===== src/rtl/assign_sweep.sv =====
// assign_sweep: enumerates candidate values over valid/ready and collects verdicts.
// Optional verdict timeout: define SWEEP_TIMEOUT_EN.
module assign_sweep #(
   parameter int VAR_W       = 10,
   parameter int TIMEOUT_CYC = 255
) (
   input  logic             clk,
   input  logic             rst_n,
   input  logic             start,
   input  logic [VAR_W-1:0] start_val,
   input  logic [VAR_W:0]   sweep_len,
   output logic             cand_valid,
   input  logic             cand_ready,
   output logic [VAR_W-1:0] cand_data,
   input  logic             res_valid,
   input  logic             res_sat,
   output logic             res_ready,
   output logic             busy,
   output logic             done,
   output logic             found,
   output logic             exhausted,
   output logic [VAR_W-1:0] sat_value,
   output logic [VAR_W:0]   tried,
   output logic             timeout_err
);

   localparam int LW = VAR_W + 1;

   typedef enum logic [1:0] {
      IDLE,
      ISSUE,
      WAIT,
      DONE
   } state_t;

   if (TIMEOUT_CYC < 1) begin : g_bad_timeout
      $error("TIMEOUT_CYC must be at least 1");
   end

   state_t           state, state_n;
   logic [VAR_W-1:0] cand_n, sat_n;
   logic [VAR_W:0]   tried_n, len_q, len_n, tried_inc;
   logic             done_n, found_n, exh_n;

`ifdef SWEEP_TIMEOUT_EN
   localparam int CW = (TIMEOUT_CYC > 1) ? $clog2(TIMEOUT_CYC + 1) : 1;
   logic [CW-1:0] wcnt, wcnt_n;
   logic          to_q, to_n;
   assign timeout_err = to_q;
`else
   assign timeout_err = 1'b0;
`endif

   assign tried_inc  = tried + LW'(1);
   assign cand_valid = (state == ISSUE);
   assign res_ready  = (state == WAIT);
   assign busy       = (state == ISSUE) || (state == WAIT);

   // Next-state and next-register values for the sweep controller
   always_comb begin
      state_n = state;
      cand_n  = cand_data;
      sat_n   = sat_value;
      tried_n = tried;
      len_n   = len_q;
      done_n  = 1'b0;
      found_n = found;
      exh_n   = exhausted;
`ifdef SWEEP_TIMEOUT_EN
      wcnt_n  = wcnt;
      to_n    = to_q;
`endif
      unique case (state)
         IDLE, DONE: begin
            if (start) begin
               len_n   = sweep_len;
               cand_n  = start_val;
               sat_n   = '0;
               tried_n = '0;
               found_n = 1'b0;
               exh_n   = 1'b0;
`ifdef SWEEP_TIMEOUT_EN
               to_n    = 1'b0;
`endif
               if (sweep_len == '0) begin
                  state_n = DONE;
                  done_n  = 1'b1;
                  exh_n   = 1'b1;
               end else begin
                  state_n = ISSUE;
               end
            end
         end
         ISSUE: begin
            if (cand_ready) begin
               state_n = WAIT;
`ifdef SWEEP_TIMEOUT_EN
               wcnt_n  = '0;
`endif
            end
         end
         WAIT: begin
            if (res_valid) begin
               tried_n = tried_inc;
               if (res_sat) begin
                  state_n = DONE;
                  done_n  = 1'b1;
                  found_n = 1'b1;
                  sat_n   = cand_data;
               end else if (tried_inc == len_q) begin
                  state_n = DONE;
                  done_n  = 1'b1;
                  exh_n   = 1'b1;
               end else begin
                  state_n = ISSUE;
                  cand_n  = cand_data + VAR_W'(1);
               end
            end
`ifdef SWEEP_TIMEOUT_EN
            else if (wcnt + CW'(1) == CW'(TIMEOUT_CYC)) begin
               state_n = DONE;
               done_n  = 1'b1;
               to_n    = 1'b1;
            end else begin
               wcnt_n = wcnt + CW'(1);
            end
`endif
         end
         default: state_n = IDLE;
      endcase
   end

   // State and result registers, cleared asynchronously
   always_ff @(posedge clk or negedge rst_n) begin
      if (!rst_n) begin
         state     <= IDLE;
         cand_data <= '0;
         sat_value <= '0;
         tried     <= '0;
         len_q     <= '0;
         done      <= 1'b0;
         found     <= 1'b0;
         exhausted <= 1'b0;
      end else begin
         state     <= state_n;
         cand_data <= cand_n;
         sat_value <= sat_n;
         tried     <= tried_n;
         len_q     <= len_n;
         done      <= done_n;
         found     <= found_n;
         exhausted <= exh_n;
      end
   end

`ifdef SWEEP_TIMEOUT_EN
   // WAIT-cycle counter and sticky timeout flag
   always_ff @(posedge clk or negedge rst_n) begin
      if (!rst_n) begin
         wcnt <= '0;
         to_q <= 1'b0;
      end else begin
         wcnt <= wcnt_n;
         to_q <= to_n;
      end
   end
`endif

endmodule


===== config.mk =====
export PLATFORM = sky130hd
export DESIGN_NAME = assign_sweep
export DESIGN_NICKNAME = d
export VERILOG_FILES = /design/src/rtl/assign_sweep.sv
export SDC_FILE = /design/constraint.sdc
export NUM_CORES = 1
export LEC_CHECK = 0
export CAP_MARGIN = 10
export CORE_ASPECT_RATIO = 1.25
export CORE_UTILIZATION = 50
export CTS_CLUSTER_SIZE = 30
export DETAILED_ROUTE_END_ITERATION = 8
export PLACE_DENSITY = 0.88
export SLEW_MARGIN = 20
export SYNTH_ARGS = -nofsm -noshare
export SYNTH_HDL_FRONTEND = slang
export SYNTH_SLANG_ARGS = --single-unit

===== constraint.sdc =====
create_clock -name clk -period 6.21 [get_ports clk]
set_clock_uncertainty 0.05 [all_clocks]
set_input_delay 0.9315 -clock clk [delete_from_list [all_inputs] [get_ports clk]]
set_output_delay 0.9315 -clock clk [all_outputs]
set_load 0.02 [all_outputs]

==> results of run 1 <==
==> flip-flops by register name, summed over array words and instances, names as in the netlist <==
signal,count
cand_data,10
done,1
exhausted,1
found,1
len_q,11
sat_value,10
state,2
tried,11
==> where the power goes <==
group	internal, W	switching, W
clock	0.0000909	0.000106
sequential	0.000416	0.000125
combinational	0.000408	0.000493
==> routing by layer <==
metal	vias up	wire length, um	track usage [%]
met5	-	0	0
met4	0	80	8.333
met3	9	395	4.570
met2	99	3315	41.09
met1	1191	2647	29.02
li1	1181	-	-
==> cells in the mapped netlist, types with 5 or more instances <==
cell      number
nand2_1       19
inv_1          9
or3_1          5
nor2_1        20
a22o_1        12
a21oi_1       12
mux2_2        11
dfrtp_1       47
and3_1         6
nor3_1         7
nor4_1         7
nand4_1        7
xnor2_1       10
nand3_1        8
o21ai_0       24
ha_1           5
clkbuf_1       9
==> kinds of logic (layout without fill, tap and decap cells) <==
| kind of cell | Yosys count | count (layout) | synth area share [%] |
|---|---|---|---|
| fa+ha+maj | 5 | 5 | 2.273 |
| simple gates | 106 | 106 | 21.00 |
| mux | 13 | 13 | 5.227 |
| other cells | 1 | 1 | 0.1362 |
| compound gates | 80 | 80 | 20.68 |
| xor+xnor | 14 | 14 | 4.454 |
| buf+inv | 22 | 81 | 3.500 |
| flops | 47 | 47 | 42.73 |
==> metrics by stage <==
step / setup slack, ps / power [W] / std cells / instance area, um2 / util (%)
global route: 2564 / 0.001755 / 409 / 3502 / 67.49
CTS: 2831 / 0.001640 / 409 / 3500 / 67.45
global placement: 2652 / 0.001407 / 401 / 3401 / 65.54
finish: 2713 / 0.001639 / 409 / 3502 / 67.49
detailed placement: 2502 / 0.001443 / 401 / 3401 / 65.54
floorplan: 3633 / 0.001130 / 288 / 2753 / -
==> area by class of cell <==
| class | instances | area [um2] | share of cell area [%] |
|---|---|---|---|
| multi-input combinational | 219 | 1480 | 42.27 |
| sequential | 47 | 1176 | 33.58 |
| timing repair buffer | 64 | 635.6 | 18.15 |
| clock buffer | 6 | 82.58 | 2.358 |
| tap | 62 | 77.57 | 2.215 |
| inverter | 9 | 33.78 | 0.9646 |
| clock inverter | 2 | 16.27 | 0.4645 |
==> worst max path at each step <==
stage | start | endpoint | slack [ps] | depth (start not counted)
final | start | cand_data[7] | 2710 | 8
after floorplan | tried[0] | cand_data[2] | 3630 | 9
after global routing | start | cand_data[7] | 2560 | 8
after global placement | start | cand_data[7] | 2650 | 8
after detailed placement | start | cand_data[7] | 2500 | 8
after CTS | start | cand_data[7] | 2830 | 8
==> critical path, cell delays in order <==
cell,delay [ps]
clkdlybuf4s50_1,500
nand2b_1,170
o21ai_0,270
nor2b_1,880
nand2_1,320
o22a_1,280
a22oi_1,180
o21ai_0,100
==> impl_metrics.toml, run 1 <==
[place]
portBuffers = 63
dp_hpwl_um = 4788
place_congestion = 0.8369

[synthesis]
yosysSeqAreaShare_pct = 42.73
synth_top_area_cell = "dfrtp_1"
synth_edf_count = 0
syn-instance-count = 288
ys_async_sr_fraction_pct = 100.0
synth_top_area_share_pct = 42.73
synth_area_per_cell_um2 = 9.558
synth_area_leaders = "dfrtp_1 43%, mux2_2 4.5%, o21ai_0 4.4%, a22o_1 3.8%, xnor2_1 3.2%"
synth_warnings = 0
synth_cell_types = 60
netlist_area_mm2 = 0.002753
ys_seq_elements = 47
ys.flop_type = "dfrtp_1"
synth_nets = 320

[cts]
tritoncts = "yes"
numCtsBuffers = 5
post_cts_buffers = 0
root_buffer = "clkbuf_8"
cts.clk_slew.worst_paths_ps = 90
cts_resized = 0
hold_buffers = 0
worstSkewPairLatency_ps = 310
clkSinkCount = 47
cts_max_level = 2
clockBufferDepth = 2

[floorplan]
ios = 65
rows = 29
start_util_pct = 53.05
dieArea_mm2 = 0.005808
die_y_um = 84.96
core_area_mm2 = 0.005189
die_w_um = 68.37

[route]
ant_nets = 0
wl_per_cell_um = 15.74
finalWirelength_um = 6438
first_pass_iters = 4
drc_errors = 0
drt_iter0_drc = 257
vias_per_cell = 6.064
vias = 2480

[layout]
layout-drive-gt1-share_pct = 9.510
final_common_cell = "clkdlybuf4s50_1"
diodes = 0
mostFrequentLayoutCells = "62 x clkdlybuf4s50_1, 47 x dfrtp_1, 24 x o21ai_0"
fill_cells = 448
layout.nets = 378
area_delta_synth_final_pct = 27.23

[setup_path]
criticalPathCategory = "in2reg"
ff2ff_setup_slack_ps = 2790
worstSetupStartpointType = "input port"
required_ps = 6350
rr_endpoint = "cand_data[7]"
rr_startpoint = "state[0]"
rr_worst_depth = 8
cp_max_fo = 16
cp-end-kind = "flip-flop"
crit_arrival_ps = 3640

[grt]
antenna_found_initial = 0
grt_usage_pct = 23.93
grt_pass1_wl_um = 10620
grt_pass1_vias = 2410
overflow = 0
grt_max_degree = 48

[sta]
slew_viol_final = 0
rsz0062_at_grt = "no"
timing.final.crit_share_pct = 56.31
slew_headroom_pct = 32.51
hold_violations = 0
tightest_slew_ps = 1010
finalWorstPathRequiredPeriod_ps = 3497
fin_tns_setup_ps = 0
max_freq_ghz = 0.2860
setup-violations-final = 0
hold_ws_ps = 451.1

[hold_path]
min_to = "found"
min_path_cells = 1
min_path_type = "reg2reg"
worstHoldStart = "found"

[power_and_ir_drop]
powerDensity_mw_per_mm2 = 467.9
leakage_nw = 1.402
vdd_ir_drop_max_mv = 0.2356

[outcome]
outcome = "finished clean"

[job]
cap_viol_max_count = 0
No activity file was read; power rests on OpenSTA's default activity.
==> run 2, diff against run 1 <==
==> constraint.sdc (replaced) <==
create_clock -name clk -period 3.3 [get_ports clk]
set_clock_uncertainty 0.05 [all_clocks]
set_input_delay 0.495 -clock clk [delete_from_list [all_inputs] [get_ports clk]]
set_output_delay 0.495 -clock clk [all_outputs]
set_load 0.02 [all_outputs]
==> impl_metrics.toml, run 2 (same netlist as run 1, synthesis figures left out) <==
[outcome]
outcome = "finished clean"

[route]
first_pass_iters = 5
vias_per_cell = 6.071
ant_nets = 0
finalWirelength_um = 6787
drt_iter0_drc = 254
vias = 2495
drc_errors = 0
wl_per_cell_um = 16.51

[layout]
area_delta_synth_final_pct = 28.41
diodes = 0
layout.nets = 380
layout-drive-gt1-share_pct = 10.03
mostFrequentLayoutCells = "62 x clkdlybuf4s50_1, 47 x dfrtp_1, 24 x o21ai_0"
instances_no_fill = 411
reg.largest.list = "len_q: 11 flops, tried: 11 flops"
final_common_cell = "clkdlybuf4s50_1"

[cts]
numCtsBuffers = 5
post_cts_buffers = 0
root_buffer = "clkbuf_8"
cts.clk_slew.worst_paths_ps = 110
clockBufferDepth = 2
cts_resized = 0
hold_buffers = 0
cts_max_level = 2
tritoncts = "yes"
worstSkewPairLatency_ps = 310
clkSinkCount = 47

[floorplan]
die_y_um = 84.96
ios = 65
die_w_um = 68.37
start_util_pct = 53.05
rows = 29
dieArea_mm2 = 0.005808
core_area_mm2 = 0.005189

[grt]
grt_pass1_vias = 2442
antenna_found_initial = 0
grt_usage_pct = 25.81
grt_max_degree = 48
grt_pass1_wl_um = 11530
overflow = 0

[sta]
rsz0062_at_grt = "no"
tightest_slew_ps = 649.9
slew_headroom_pct = 56.22
slew_viol_final = 0
timing.final.crit_share_pct = 82.56
hold_violations = 0
setup-violations-final = 0
finalWorstPathRequiredPeriod_ps = 2724
fin_tns_setup_ps = 0
max_freq_ghz = 0.3671

[power_and_ir_drop]
leakage_nw = 1.424
vdd_ir_drop_max_mv = 0.4635
powerDensity_mw_per_mm2 = 901.8

[setup_path]
cp_num_buf_inv = 0
criticalPathCategory = "reg2reg"
required_ps = 3470
crit_arrival_ps = 2890
critPathSlowestCell = "dfrtp_1"
cp-end-kind = "flip-flop"
slowest_delay_ps = 480
cp_max_fo = 8
worstSetupStartpointType = "flip-flop"
cpLargestDelayFamily = "simple AND/OR/NAND/NOR gates"
path_cells = "ha_1 -> nand3_2 -> o21ai_0 -> o2111ai_1 -> or3_4 -> or2_1 -> and2_4 -> o311ai_2"

[hold_path]
min_path_type = "in2async"

[place]
dp_hpwl_um = 4961
place_congestion = 0.8748
portBuffers = 63
dpl.cell_count = 403

[job]
cap_viol_max_count = 0
[run 2: cell count changes in the layout (fill, tap and decap cells not counted), sizes merged]
cell,delta
inv,+1
bufinv,+1
clkbuf,-1
buf,+2
clkinvlp,-1
[run 2: power breakdown]
| group | switching (W) | leakage, nW | internal, W | total [W] |
|---|---|---|---|---|
| Combinational | 0.000941 | 0.770 | 0.000786 | 0.00173 |
| Clock | 0.000213 | 0.0587 | 0.000230 | 0.000443 |
| Sequential | 0.000235 | 0.596 | 0.000782 | 0.00102 |
| Total | 0.00139 | 1.42 | 0.00180 | 0.00319 |
[run 2: layout make-up]
cell class,count,area [um2]
flip-flops and latches,47,1176
clock buffers,5,68.82
multi-input cells,219,1480
inverters,9,33.78
repair buffers,66,650.6
well taps,62,77.57
clock inverters,3,47.55
fillers,426,1654
[run 2: path summary, 6_finish.rpt]
| check | startpoint | endpoint | slack, ps | cells past startpoint |
|---|---|---|---|---|
| max in group asynchronous | rst_n | done | 2660 | 1 |
| worst min register to register | found | found | 440 | 1 |
| min in group clk | found | found | 440 | 1 |
| worst min-delay path | rst_n | sat_value[8] | 130 | 1 |
| worst max register to register | tried[0] | cand_data[2] | 580 | 8 |
| worst max-delay path | tried[0] | cand_data[2] | 580 | 8 |
[run 2: worst register-to-register path, stage by stage (launching register included)]
cell	delay, ps
dfrtp_1	480
ha_1	330
nand3_2	180
o21ai_0	190
o2111ai_1	200
or3_4	450
or2_1	340
and2_4	200
o311ai_2	220
[run 2: through the flow]
stage	util [%]	cell area (um2)	setup WS (ps)	total power (W)	hold slack [ps]
finish	68.12	3535	575.6	0.003187	128.5
floorplan	-	2753	722.9	0.002127	149.4
detailed placement	65.83	3416	631.8	0.002745	416.8
global placement	65.83	3416	729.1	0.002689	409.5
CTS	68.07	3532	585.3	0.003190	335.3
global route	68.12	3535	405.7	0.003420	172.8
[run 2: routing by layer]
layer	part of all wire (%)	track usage, %
met5	0	0
met4	1.8	9.091
met3	5.4	4.032
met2	52	44.03
met1	41	32.07
==> run 3, diff against run 2 <==
==> constraint.sdc (replaced) <==
create_clock -name clk -period 2.6 [get_ports clk]
set_clock_uncertainty 0.05 [all_clocks]
set_input_delay 0.39 -clock clk [delete_from_list [all_inputs] [get_ports clk]]
set_output_delay 0.39 -clock clk [all_outputs]
set_load 0.02 [all_outputs]
==> impl_metrics.toml, run 3 (same netlist as run 1, synthesis figures left out) <==
[grt]
antenna_found_initial = 0
grt_pass1_vias = 2523
overflow = 0
grt_max_degree = 48
grt_pass1_wl_um = 11350
grt_usage_pct = 25.87

[power_and_ir_drop]
vdd_ir_drop_max_mv = 0.6628
leakage_nw = 1.476
powerDensity_mw_per_mm2 = 1177
total_power_w = 0.004298

[route]
drt_iter0_drc = 285
finalWirelength_um = 7031
wl_per_cell_um = 16.70
vias = 2639
drc_errors = 0
first_pass_iters = 4
vias_per_cell = 6.268
ant_nets = 0

[sta]
rsz0062_at_grt = "yes"
hold_violations = 0
tightest_slew_ps = 595.8
slew_viol_final = 0
fin_tns_setup_ps = 0
slew_headroom_pct = 59.86
setup-violations-final = 0
timing.final.crit_share_pct = 97.39
max_freq_ghz = 0.3949
finalWorstPathRequiredPeriod_ps = 2532

[cts]
cts.clk_slew.worst_paths_ps = 90
hold_buffers = 0
root_buffer = "clkbuf_8"
numCtsBuffers = 5
tritoncts = "yes"
clockBufferDepth = 2
cts_max_level = 2
worstSkewPairLatency_ps = 310
clkSinkCount = 47

[place]
place_congestion = 0.8681
portBuffers = 63
dp_hpwl_um = 5075

[setup_path]
rr_worst_depth = 8
cp-endpoint = "exhausted"
worstSetupStartpoint = "tried[1]"
rr_startpoint = "tried[1]"
cp-end-kind = "flip-flop"
crit_arrival_ps = 2730
criticalPathCategory = "reg2reg"
required_ps = 2800
ff2ff_setup_slack_ps = 70
cp_max_fo = 7
rr_endpoint = "exhausted"
worstSetupStartpointType = "flip-flop"

[floorplan]
start_util_pct = 53.05
die_y_um = 84.96
core_area_mm2 = 0.005189
die_w_um = 68.37
rows = 29
ios = 65
dieArea_mm2 = 0.005808

[job]
cap_viol_max_count = 0

[hold_path]
min_path_type = "in2async"

[layout]
diodes = 0
area_delta_synth_final_pct = 32.73
postLayoutCoreUtil_pct = 70.41
regArea_mm2 = 0.001179
mostFrequentLayoutCells = "62 x clkdlybuf4s50_1, 45 x dfrtp_1, 24 x o21ai_0"
layout-drive-gt1-share_pct = 13.37
multi_input_area_mm2 = 0.001508
fill_cells = 415
reg.largest.list = "len_q: 11 flops, tried: 11 flops"
layout.nets = 390
final_common_cell = "clkdlybuf4s50_1"

[outcome]
outcome = "finished clean"
run 3: area by class of cell:
type                            instances  area share, %
Clock buffer                            6          1.986
Clock inverter                          2          1.644
Inverter                                9         0.9247
Multi-Input combinational cell        219          41.27
Sequential cell                        47          32.26
Tap cell                               62          2.123
Timing Repair Buffer                   76          19.79
run 3: worst min-delay path by stage:
stage	startpoint	slack, ps	end	depth (start not counted)
after floorplan	rst_n	40	cand_data[0]	0
after global placement	found	410	found	1
after detailed placement	found	420	found	1
after CTS	rst_n	140	sat_value[8]	2
after global routing	rst_n	160	sat_value[8]	2
final	rst_n	110	sat_value[8]	2
run 3: power by group:
part	internal [W]	switching (W)
logic	0.00111	0.00126
clock network	0.000384	0.000253
registers	0.000994	0.000295
total	0.00249	0.00181
run 3: repair_timing:
item	in CTS	in global routing
resized for setup	0	6
endpoints found under the setup margin	1	12
buffers inserted	0	0
run 3: critical path, stage by stage, from the launching register on:
cell and delay (ps):
dfrtp_2 450, ha_4 200, o21ba_1 160, a22oi_1 180
o2111ai_1 220, or3_4 470, or2_1 320, o21ai_0 280
o21a_1 150
run 3: through the flow:
| stage | cells | setup WS [ps] | area (um2) | hold slack (ps) |
|---|---|---|---|---|
| 3_5_place_dp | 413 | 31.94 | 3491 | 419.6 |
| 5_1_grt | 421 | -18.26 | 3654 | 163.1 |
| 3_3_place_gp | 413 | 150.7 | 3491 | 409.8 |
| 4_1_cts | 421 | -16.81 | 3623 | 138.2 |
| 2_1_floorplan | 288 | 22.86 | 2753 | 44.41 |
| 6_report | 421 | 67.79 | 3654 | 114.2 |
run 3: metal layers:
metal	vias to the layer above	GRT usage, %	part of all wire [%]
met3	22	4.704	6.1
met1	1272	30.21	39
met4	0	12.88	2.4
met5	-	0	0
li1	1211	-	-
met2	134	43.94	52
